[config.mk]
export PLATFORM = sky130hd
export DESIGN_NAME = game_sequencer
export DESIGN_NICKNAME = d
export VERILOG_FILES = /design/src/rtl/game_sequencer.sv
export SDC_FILE = /design/constraint.sdc
export NUM_CORES = 1
export LEC_CHECK = 0
export ABC_AREA = 1
export CORE_MARGIN = 2
export CORE_UTILIZATION = 40
export DETAILED_ROUTE_END_ITERATION = 10
export GPL_TIMING_DRIVEN = 0
export PLACE_DENSITY = 0.72
export SYNTH_ARGS = -nofsm -noshare
export SYNTH_HDL_FRONTEND = slang
export SYNTH_SLANG_ARGS = --single-unit
[constraint.sdc]
create_clock -name clk -period 8.5 [get_ports clk]
set_input_delay 2.125 -clock clk [delete_from_list [all_inputs] [get_ports clk]]
set_output_delay 2.125 -clock clk [all_outputs]
set_load 0.02 [all_outputs]
[src/rtl/game_sequencer.sv]
// Whack-a-mole round/timing controller: spawns moles, times each hit window,
// ramps difficulty with hits, runs the game timer and flags game end.
// Ports:
//   clk, rst (sync, active-high), tick (timebase enable),
//   start (level, edge-detected), hit/wrong (1-cycle pulses).
//   mole_req (new mole pulse), mole_active (window open), game_end,
//   hit_cnt, miss_cnt, level, window, time_left (all registered).
module game_sequencer #(
  parameter int GAME_TICKS     = 600,
  parameter int WIN_INIT       = 16,
  parameter int WIN_MIN        = 4,
  parameter int WIN_STEP       = 2,
  parameter int HITS_PER_LEVEL = 4,
  parameter int MAX_MISSES     = 8
) (
  input  logic        clk,
  input  logic        rst,
  input  logic        tick,
  input  logic        start,
  input  logic        hit,
  input  logic        wrong,
  output logic        mole_req,
  output logic        mole_active,
  output logic        game_end,
  output logic [7:0]  hit_cnt,
  output logic [7:0]  miss_cnt,
  output logic [2:0]  level,
  output logic [7:0]  window,
  output logic [15:0] time_left
);

  typedef enum logic [1:0] {
    S_IDLE, S_SPAWN, S_WAIT, S_OVER
  } state_t;

  localparam logic [15:0] TIME_INIT = 16'(GAME_TICKS);
  localparam logic [7:0]  WIN_INI8  = 8'(WIN_INIT);
  localparam logic [7:0]  WIN_MIN8  = 8'(WIN_MIN);
  localparam logic [7:0]  WIN_STP8  = 8'(WIN_STEP);
  localparam logic [7:0]  HPL8      = 8'(HITS_PER_LEVEL);
  localparam logic [7:0]  MAXM8     = 8'(MAX_MISSES);

  state_t      state_q, state_d;
  logic        start_q;
  logic        req_q, req_d;
  logic        act_q, act_d;
  logic        end_q, end_d;
  logic [7:0]  hit_q, hit_d;
  logic [7:0]  miss_q, miss_d;
  logic [2:0]  lvl_q, lvl_d;
  logic [7:0]  win_q, win_d;
  logic [7:0]  wcnt_q, wcnt_d;
  logic [15:0] time_q, time_d;

  logic        start_rise;
  logic        over;
  logic [1:0]  miss_inc;
  logic [7:0]  hit_new;

  function automatic logic [7:0] sat_add(
    input logic [7:0] a,
    input logic [1:0] b
  );
    logic [8:0] s;
    s = {1'b0, a} + {7'b0, b};
    return s[8] ? 8'hFF : s[7:0];
  endfunction

  assign start_rise = start & ~start_q;

  always_comb begin
    state_d  = state_q;
    hit_d    = hit_q;
    miss_d   = miss_q;
    lvl_d    = lvl_q;
    win_d    = win_q;
    wcnt_d   = wcnt_q;
    time_d   = time_q;
    over     = 1'b0;
    miss_inc = 2'd0;
    hit_new  = 8'd0;

    unique case (state_q)
      S_IDLE, S_OVER: begin
        if (start_rise) begin
          hit_d   = 8'd0;
          miss_d  = 8'd0;
          lvl_d   = 3'd0;
          win_d   = WIN_INI8;
          time_d  = TIME_INIT;
          state_d = S_SPAWN;
        end
      end
      S_SPAWN: begin
        wcnt_d  = win_q;
        state_d = S_WAIT;
      end
      S_WAIT: begin
        if (hit) begin
          hit_new = sat_add(hit_q, 2'd1);
          hit_d   = hit_new;
          state_d = S_SPAWN;
          if ((hit_new % HPL8) == 8'd0) begin
            lvl_d = (lvl_q == 3'd7) ? 3'd7 : lvl_q + 3'd1;
            // Clamp at the floor without letting the subtraction wrap.
            if ({1'b0, win_q} >= {1'b0, WIN_MIN8} + {1'b0, WIN_STP8})
              win_d = win_q - WIN_STP8;
            else
              win_d = WIN_MIN8;
          end
        end else begin
          if (tick && wcnt_q == 8'd1) begin
            miss_inc = 2'd1 + {1'b0, wrong};
            state_d  = S_SPAWN;
          end else begin
            if (tick) wcnt_d = wcnt_q - 8'd1;
            if (wrong) miss_inc = 2'd1;
          end
          miss_d = sat_add(miss_q, miss_inc);
          if (MAX_MISSES != 0 && miss_inc != 2'd0 && miss_d >= MAXM8)
            over = 1'b1;
        end
      end
    endcase

    if ((state_q == S_SPAWN || state_q == S_WAIT) && tick) begin
      if (time_q != 16'd0) time_d = time_q - 16'd1;
      if (time_q == 16'd1) over = 1'b1;
    end

    // Expiry and miss limit beat the normal flow but keep the counts above.
    if (over) state_d = S_OVER;

    req_d = (state_d == S_SPAWN);
    act_d = (state_d == S_WAIT);
    end_d = (state_d == S_IDLE) || (state_d == S_OVER);
  end

  always_ff @(posedge clk) begin
    if (rst) begin
      state_q <= S_IDLE;
      start_q <= 1'b0;
      req_q   <= 1'b0;
      act_q   <= 1'b0;
      end_q   <= 1'b1;
      hit_q   <= 8'd0;
      miss_q  <= 8'd0;
      lvl_q   <= 3'd0;
      win_q   <= WIN_INI8;
      wcnt_q  <= 8'd0;
      time_q  <= TIME_INIT;
    end else begin
      state_q <= state_d;
      start_q <= start;
      req_q   <= req_d;
      act_q   <= act_d;
      end_q   <= end_d;
      hit_q   <= hit_d;
      miss_q  <= miss_d;
      lvl_q   <= lvl_d;
      win_q   <= win_d;
      wcnt_q  <= wcnt_d;
      time_q  <= time_d;
    end
  end

  assign mole_req    = req_q;
  assign mole_active = act_q;
  assign game_end    = end_q;
  assign hit_cnt     = hit_q;
  assign miss_cnt    = miss_q;
  assign level       = lvl_q;
  assign window      = win_q;
  assign time_left   = time_q;

endmodule

# ---- After elaboration in Yosys (flattened, before gate mapping)
# Index checks and enable logic that the tools add are counted.
dict set report totals {
  register_bits 57
  out_inout_bits 46
  word_cells 93
}
dict set report classes {
  addsub 7
  order_cmp 2
  n_eq_ne 15
  mux 39
  bitwise 2
  n_reduce_logical 17
}
# operator count
set ops {}
lappend ops {{$mux W8} 12}
lappend ops {{$mux W16} 4}
lappend ops {{$pmux W8 S2} 4}
lappend ops {{$eq A16 B1 Y1 const B} 1}
lappend ops {{$reduce_bool A16 Y1} 1}
lappend ops {{$sub A16 B1 Y16 const B} 1}
lappend ops {{$mux W2} 7}
lappend ops {{$mux W3} 4}
lappend ops {{$ne A2 B2 Y1 const B} 6}
lappend ops {{$add A8 B1 Y9 const B} 1}
lappend ops {{$add A8 B2 Y9} 1}
lappend ops {{$eq A2 B2 Y1 const B} 4}
lappend ops {{$eq A8 B1 Y1 const B} 1}
lappend ops {{$ge A8 B3 Y1 const B} 1}
lappend ops {{$ge A8 B4 Y1 const B} 1}
lappend ops {{$logic_not A8 Y1} 1}
lappend ops {{$reduce_and A4 Y1} 2}
lappend ops {{$sub A8 B1 Y8 const B} 1}
lappend ops {{$sub A8 B2 Y8 const B} 1}
lappend ops {{$mux W1} 6}
lappend ops {{$pmux W2 S3} 1}
lappend ops {{$pmux W3 S2} 1}
lappend ops {{$reduce_and A3 Y1} 2}
lappend ops {{$reduce_bool A2 Y1} 3}
lappend ops {{10 further kinds} 15}

# ---- Depth between registers and ports, before layout
dict set report depth {
  depth_word 17
  ltp_mapped 21
}

# ---- Worst setup path after synthesis
# OpenSTA, ideal clock, no wires.
dict set report synth_path {
  path_type {in2reg}
  from {input port tick}
  to {register end_q (netlist: game_end)}
  setup_time_ns 0.123
  arrival_time_ns 4.444
  path_slack_ns 3.932
  path_stages 17
  n_path_buf 0
  cell_sequence {nand2_1 -> nor2_1 -> nand2_2 -> ha_1 -> ha_1 -> inv_1 -> fa_1 -> nor2_4 -> nand2_1 -> nand3_1 -> nor2_1 -> nand3_1 -> nand2_1 -> nand3_1 -> inv_1 -> ha_1 -> or2_2}
}
dict set report synth_via {
  elab_chain_cells 16
  elab_cells_between_ends 22
}
# item line
set synth_rtl {}
lappend synth_rtl {{start: declaration} 18} ;# input logic tick,
lappend synth_rtl {{$logic_and A1 B1 Y1} 112} ;# if (tick && wcnt_q == 8'd1) begin
lappend synth_rtl {{$mux W2} 112}
lappend synth_rtl {{$mux W2} 99} ;# if (hit) begin
lappend synth_rtl {{$mux W2} 83} ;# unique case (state_q)
lappend synth_rtl {{$add A8 B2 Y9} 65} ;# s = {1'b0, a} + {7'b0, b};
lappend synth_rtl {{$mux W8} 66} ;# return s[8] ? 8'hFF : s[7:0];
lappend synth_rtl {{$ge A8 B4 Y1} 120} ;# if (MAX_MISSES != 0 && miss_inc != 2'd0 && miss_d >= MAXM8)
lappend synth_rtl {{$logic_and A1 B1 Y1} 120}
lappend synth_rtl {{[2 not listed]} --}
lappend synth_rtl {{$mux W1} 83}
lappend synth_rtl {{$mux W1} 128} ;# if (time_q == 16'd1) over = 1'b1;
lappend synth_rtl {{$mux W1} 126} ;# if ((state_q == S_SPAWN || state_q == S_WAIT) && tick) begin
lappend synth_rtl {{$mux W2 (*)} 132} ;# if (over) state_d = S_OVER;
lappend synth_rtl {{named net state_d[0]} 43} ;# state_t state_q, state_d;
lappend synth_rtl {{$eq A2 B2 Y1 or $logic_not A2 Y1 (tied branches)} 136} ;# end_d = (state_d == S_IDLE) || (state_d == S_OVER);
lappend synth_rtl {{$logic_or A1 B1 Y1 (*)} 136}
lappend synth_rtl {{named net end_d} 47} ;# logic end_q, end_d;
lappend synth_rtl {{end signal: assignment} 157} ;# end_q <= end_d;
lappend synth_rtl {{end: declaration} 47}
# The timed path passes the listed nets; every way through them passes the cells marked *. The select of a mux whose other input is x is not followed.
# A chain may end at the register's enable or synchronous reset.

# ---- Worst setup path after layout
# Same ends and word-level chain as after synthesis.

==> results <==
- The leakage power figure is 1.69 nW.
- On the final layout, the worst clock skew is 0.00950 ns.
- The die is 97.1 um wide.
- The effective utilization at floorplan is 0.418.
- Setup repair after global routing left no endpoint under its margin.
- The critical path ends at game_end$_SDFF_PP1_.
- The area added between synthesis and finish is 21.6%.
- The worst setup path category is in2reg.
- The run finished with clean final reports.
- The final-layout fill cell count is 811.
- The remaining max-slew budget at the tightest pin is 0.595.
- At the end of the flow, the number of nets in the layout was 606.
- Data on the critical path is required at its endpoint by 8.71 ns.
- The share of total power dissipated in the clock network is 0.193.
- Leaving out fill and tap cells, the most frequent cell in the layout is nand2_1.
- In the global route stage, overall resource usage came out at 0.172.
- The CTS buffer count is 5.
- In this run the mean area of a mapped cell was 6.58 um^2.
- The final-report setup violation count is 0.
- The worst-case IR drop observed on VDD is 0.0000849 V.
- The power share of the sequential group is 0.338.
- The first global-routing pass estimated 14.0 mm of wire.
- Walking the worst path, the cells encountered are clkdlybuf4s50_1, nand2_1, nor2_1, nand2_2, ha_1, ha_1, inv_1, fa_1, nor2_4, nand2_1, nand3_1, nor2_1, nand3_1, nand2_1, nand3_1, inv_1, ha_1, or2_2.
- The half-perimeter wire length of the detailed placement result is 6.17 mm.
- The count of input and output buffers is 49.
- The number of max-slew violations in the final report is 0.
- The area of the core is 8300 um^2.
- The cell with the largest stage delay on the worst path is clkdlybuf4s50_1.
- The worst flop-to-flop path endpoint is game_end$_SDFF_PP1_.
- TritonCTS built the clock tree.
- At the end of routability-driven placement, the weighted congestion stood at 0.935.
- The flip-flop and latch count after synthesis is 56.
- In this run the number of cells on the critical path is 18.
- On the critical path the largest part of the delay comes from simple AND/OR/NAND/NOR gates.
- The kind of launch point of the worst setup path is an input port.
- The peak per-stage delay on the critical path is 0.54 ns.
- Of the total power, the share spent switching nets is 0.420.
- The starting DRC count in detailed routing is 154.
- 0 antenna diodes ended up in the layout.
- The number of antenna violations at the first check in global routing is 0.
- The count of mapped cells out of synthesis is 527.
- After detailed routing, the total wire length is 8.25 mm.
- The post-route clock period utilization is 0.598.
- The H-tree generated during clock tree synthesis spans 2 levels.
- The residual overflow from global routing is 0.
- Post-CTS repair changed the size of 0 cells.
- The number of setup buffers added after CTS is 0.
- For the finished layout, the period the worst path requires is 5.08 ns.
- The pin slew with the least headroom to its limit is 0.607 ns.
- The buffer levels on the longest clock path is 2.
- In the layout the commonest cells are 128 x nand2_1, 62 x inv_1, 58 x nor2_1, 56 x dfxtp_1.
- The number of primary I/O pins is 52.
- The power density normalized to cell area is 235 nW/um^2.
- The number of distinct library cells after synthesis is 34.
- The internal portion of total power is 0.000574 W.
- For the worst flop-to-flop path, the logic depth is 19.
- The hold violation total from the final report came to 0.
- In the routed layout, each cell is associated on average with a via count of 4.99.
- The total placed instance area is 4090 um^2.
- The number of sinks handled by clock tree synthesis is 56.
- The pin count of the biggest net entering global routing is 17.
- Setup slack on the worst reg-to-reg path comes out at 5.19 ns.
- The detailed-route DRC error count is 0.
- In this run the power spent charging and discharging nets is 0.000415 W.
- The number of flops mapped to enable cells by yosys is 0.
- The Yosys step of the flow raised 0 warnings.
- The share of synthesized flip-flops with an asynchronous set or reset is 0.
- The tool flagged a number of max-cap violations equal to 0.
- In the final layout, the share of cells above drive strength 1 is 0.0890.
- The register area share after synthesis is 0.323.
- The later pin in the worst-skew pair is clocked with a latency of 0.31 ns.
- Summing over every cut layer, the via total after detailed routing is 3441.
- The min-delay analysis places its worst path in the category reg2reg.
- Of the total power, combinational logic draws 0.468.
- The most used flip-flop cell after synthesis is dfxtp_1.
- The clock-pin transition on the worst setup and hold timing paths is 0.10 ns.
- The number of global-route vias before repair is 3197.
- The number of nets produced by synthesis is 550.
- In this run the critical register-to-register path is launched from wcnt_q[1]$_SDFFE_PP0P_.
- The vertical extent of the die is 97.1 um.
- The floorplan step defined a die boundary enclosing 9430 um^2.
- The worst-path maximum fanout is 5.
- After synthesis the cells add up to 3470 um^2.
- The number of buffers and inverters on the critical path is 3.
- Tracing the worst setup path back leads to its startpoint at tick.
- The arrival time of the worst setup path is 5.29 ns.
- The tree is rooted in a clkbuf_8.
- For the final routed database, the setup TNS stands at 0 ns.
- STA classifies the critical path endpoint as a flop.
- After routing the design area is 4220 um^2.
- The final antenna-violating net count is 0.
- Hold repair after CTS inserted 0 buffers.
- The floorplan has 33 rows.
- The highest clock rate is 197 MHz.
- The length of the first detailed-routing pass in iterations is 4.
- The final routed wire length divided by cell count is 12.0 um.
worst reg2reg max path: stages, from the launching register on:
cell and delay (ns):
dfxtp_1 0.32, inv_1 0.12, ha_1 0.16, nand2_1 0.05
nor2_1 0.12, nand2_2 0.10, ha_1 0.29, ha_1 0.19
inv_1 0.06, fa_1 0.45, nor2_4 0.18, nand2_1 0.11
nand3_1 0.10, nor2_1 0.05, nand3_1 0.09, nand2_1 0.09
nand3_1 0.13, inv_1 0.06, ha_1 0.28, or2_2 0.27
power by group through the flow:
stage               Clock (W)  Sequential (W)  Combinational (W)
floorplan                   0        0.000362           0.000311
global placement            0        0.000339           0.000456
detailed placement          0        0.000340           0.000463
CTS                  0.000195        0.000334           0.000464
global route         0.000204        0.000340           0.000521
finish               0.000191        0.000335           0.000463
worst min-delay path by stage:
stage | start | endpoint | cells past startpoint
final | level[2]$_SDFFE_PP0P_ | level[2]$_SDFFE_PP0P_ | 2
after global routing | wcnt_q[4]$_SDFFE_PP0P_ | wcnt_q[4]$_SDFFE_PP0P_ | 2
after CTS | level[2]$_SDFFE_PP0P_ | level[2]$_SDFFE_PP0P_ | 2
after detailed placement | level[2]$_SDFFE_PP0P_ | level[2]$_SDFFE_PP0P_ | 2
after global placement | level[2]$_SDFFE_PP0P_ | level[2]$_SDFFE_PP0P_ | 2
after floorplan | wcnt_q[5]$_SDFFE_PP0P_ | wcnt_q[5]$_SDFFE_PP0P_ | 2
cell usage after synthesis, types with 3 or more instances:
| cell type | instances | area, um^2 |
|---|---|---|
| nor2_1 | 58 | 218 |
| o21ai_1 | 3 | 15.0 |
| nand2_2 | 10 | 62.6 |
| ha_1 | 16 | 200 |
| o211ai_1 | 6 | 45.0 |
| nand2_1 | 128 | 480 |
| nor2_2 | 4 | 25.0 |
| nand3_1 | 43 | 215 |
| nand3_2 | 3 | 30.0 |
| xor2_1 | 7 | 61.3 |
| nor3_1 | 8 | 40.0 |
| inv_1 | 62 | 233 |
| nor2_4 | 5 | 56.3 |
| o21ai_0 | 21 | 105 |
| dfxtp_1 | 56 | 1120 |
| inv_2 | 8 | 30.0 |
| o21ai_2 | 3 | 26.3 |
| xnor2_1 | 4 | 35.0 |
| clkbuf_1 | 7 | 26.3 |
| nand4_1 | 7 | 43.8 |
| a21oi_1 | 49 | 245 |
cell type report:
type / instances / area [um^2] / share of cell area
plain buffers: 13 / 73.8 / 0.0175
repair buffers: 49 / 490 / 0.116
multi-input cells: 387 / 2000 / 0.475
well taps: 105 / 131 / 0.0312
clock inverters: 1 / 30.0 / 0.00712
flip-flops and latches: 56 / 1120 / 0.266
inverters: 71 / 269 / 0.0638
clock buffers: 7 / 96.3 / 0.0228
metal layers:
metal	vias to the layer above	wire length, um	global-route usage
li1	1798	-	-
met1	1569	3930	0.225
met2	70	3970	0.299
met3	4	312	0.0245
met4	0	41	0.0444
met5	-	0	0
state kept, by name (all words and copies together) (netlist names):
name and count:
game_end 1, miss_cnt 8, time_left 16, mole_req 1, mole_active 1, state_q 2
start_q 1, wcnt_q 8, hit_cnt 8, window 7, level 3
per-stage QoR:
step / util / hold slack [ns] / instances / total power (W) / setup slack [ns]
detailed placement: 0.493 / 0.482 / 681 / 0.000803 / 3.05
floorplan: - / 0.454 / 527 / 0.000673 / 3.93
finish: 0.508 / 0.494 / 689 / 0.000989 / 3.42
CTS: 0.508 / 0.497 / 689 / 0.000994 / 3.38
global placement: 0.493 / 0.475 / 681 / 0.000795 / 3.06
global route: 0.508 / 0.521 / 689 / 0.00106 / 3.17
logic make-up (layout without fill, tap and decap cells):
family	Yosys count	count (layout)	synth area share
fa+ha+maj	17	17	0.0635
buf+inv	84	141	0.0988
flops	56	56	0.323
simple gates	272	272	0.351
xor+xnor	11	11	0.0278
other cells	1	1	0.00108
compound gates	86	86	0.135
(Power assumes the default switching activity.)
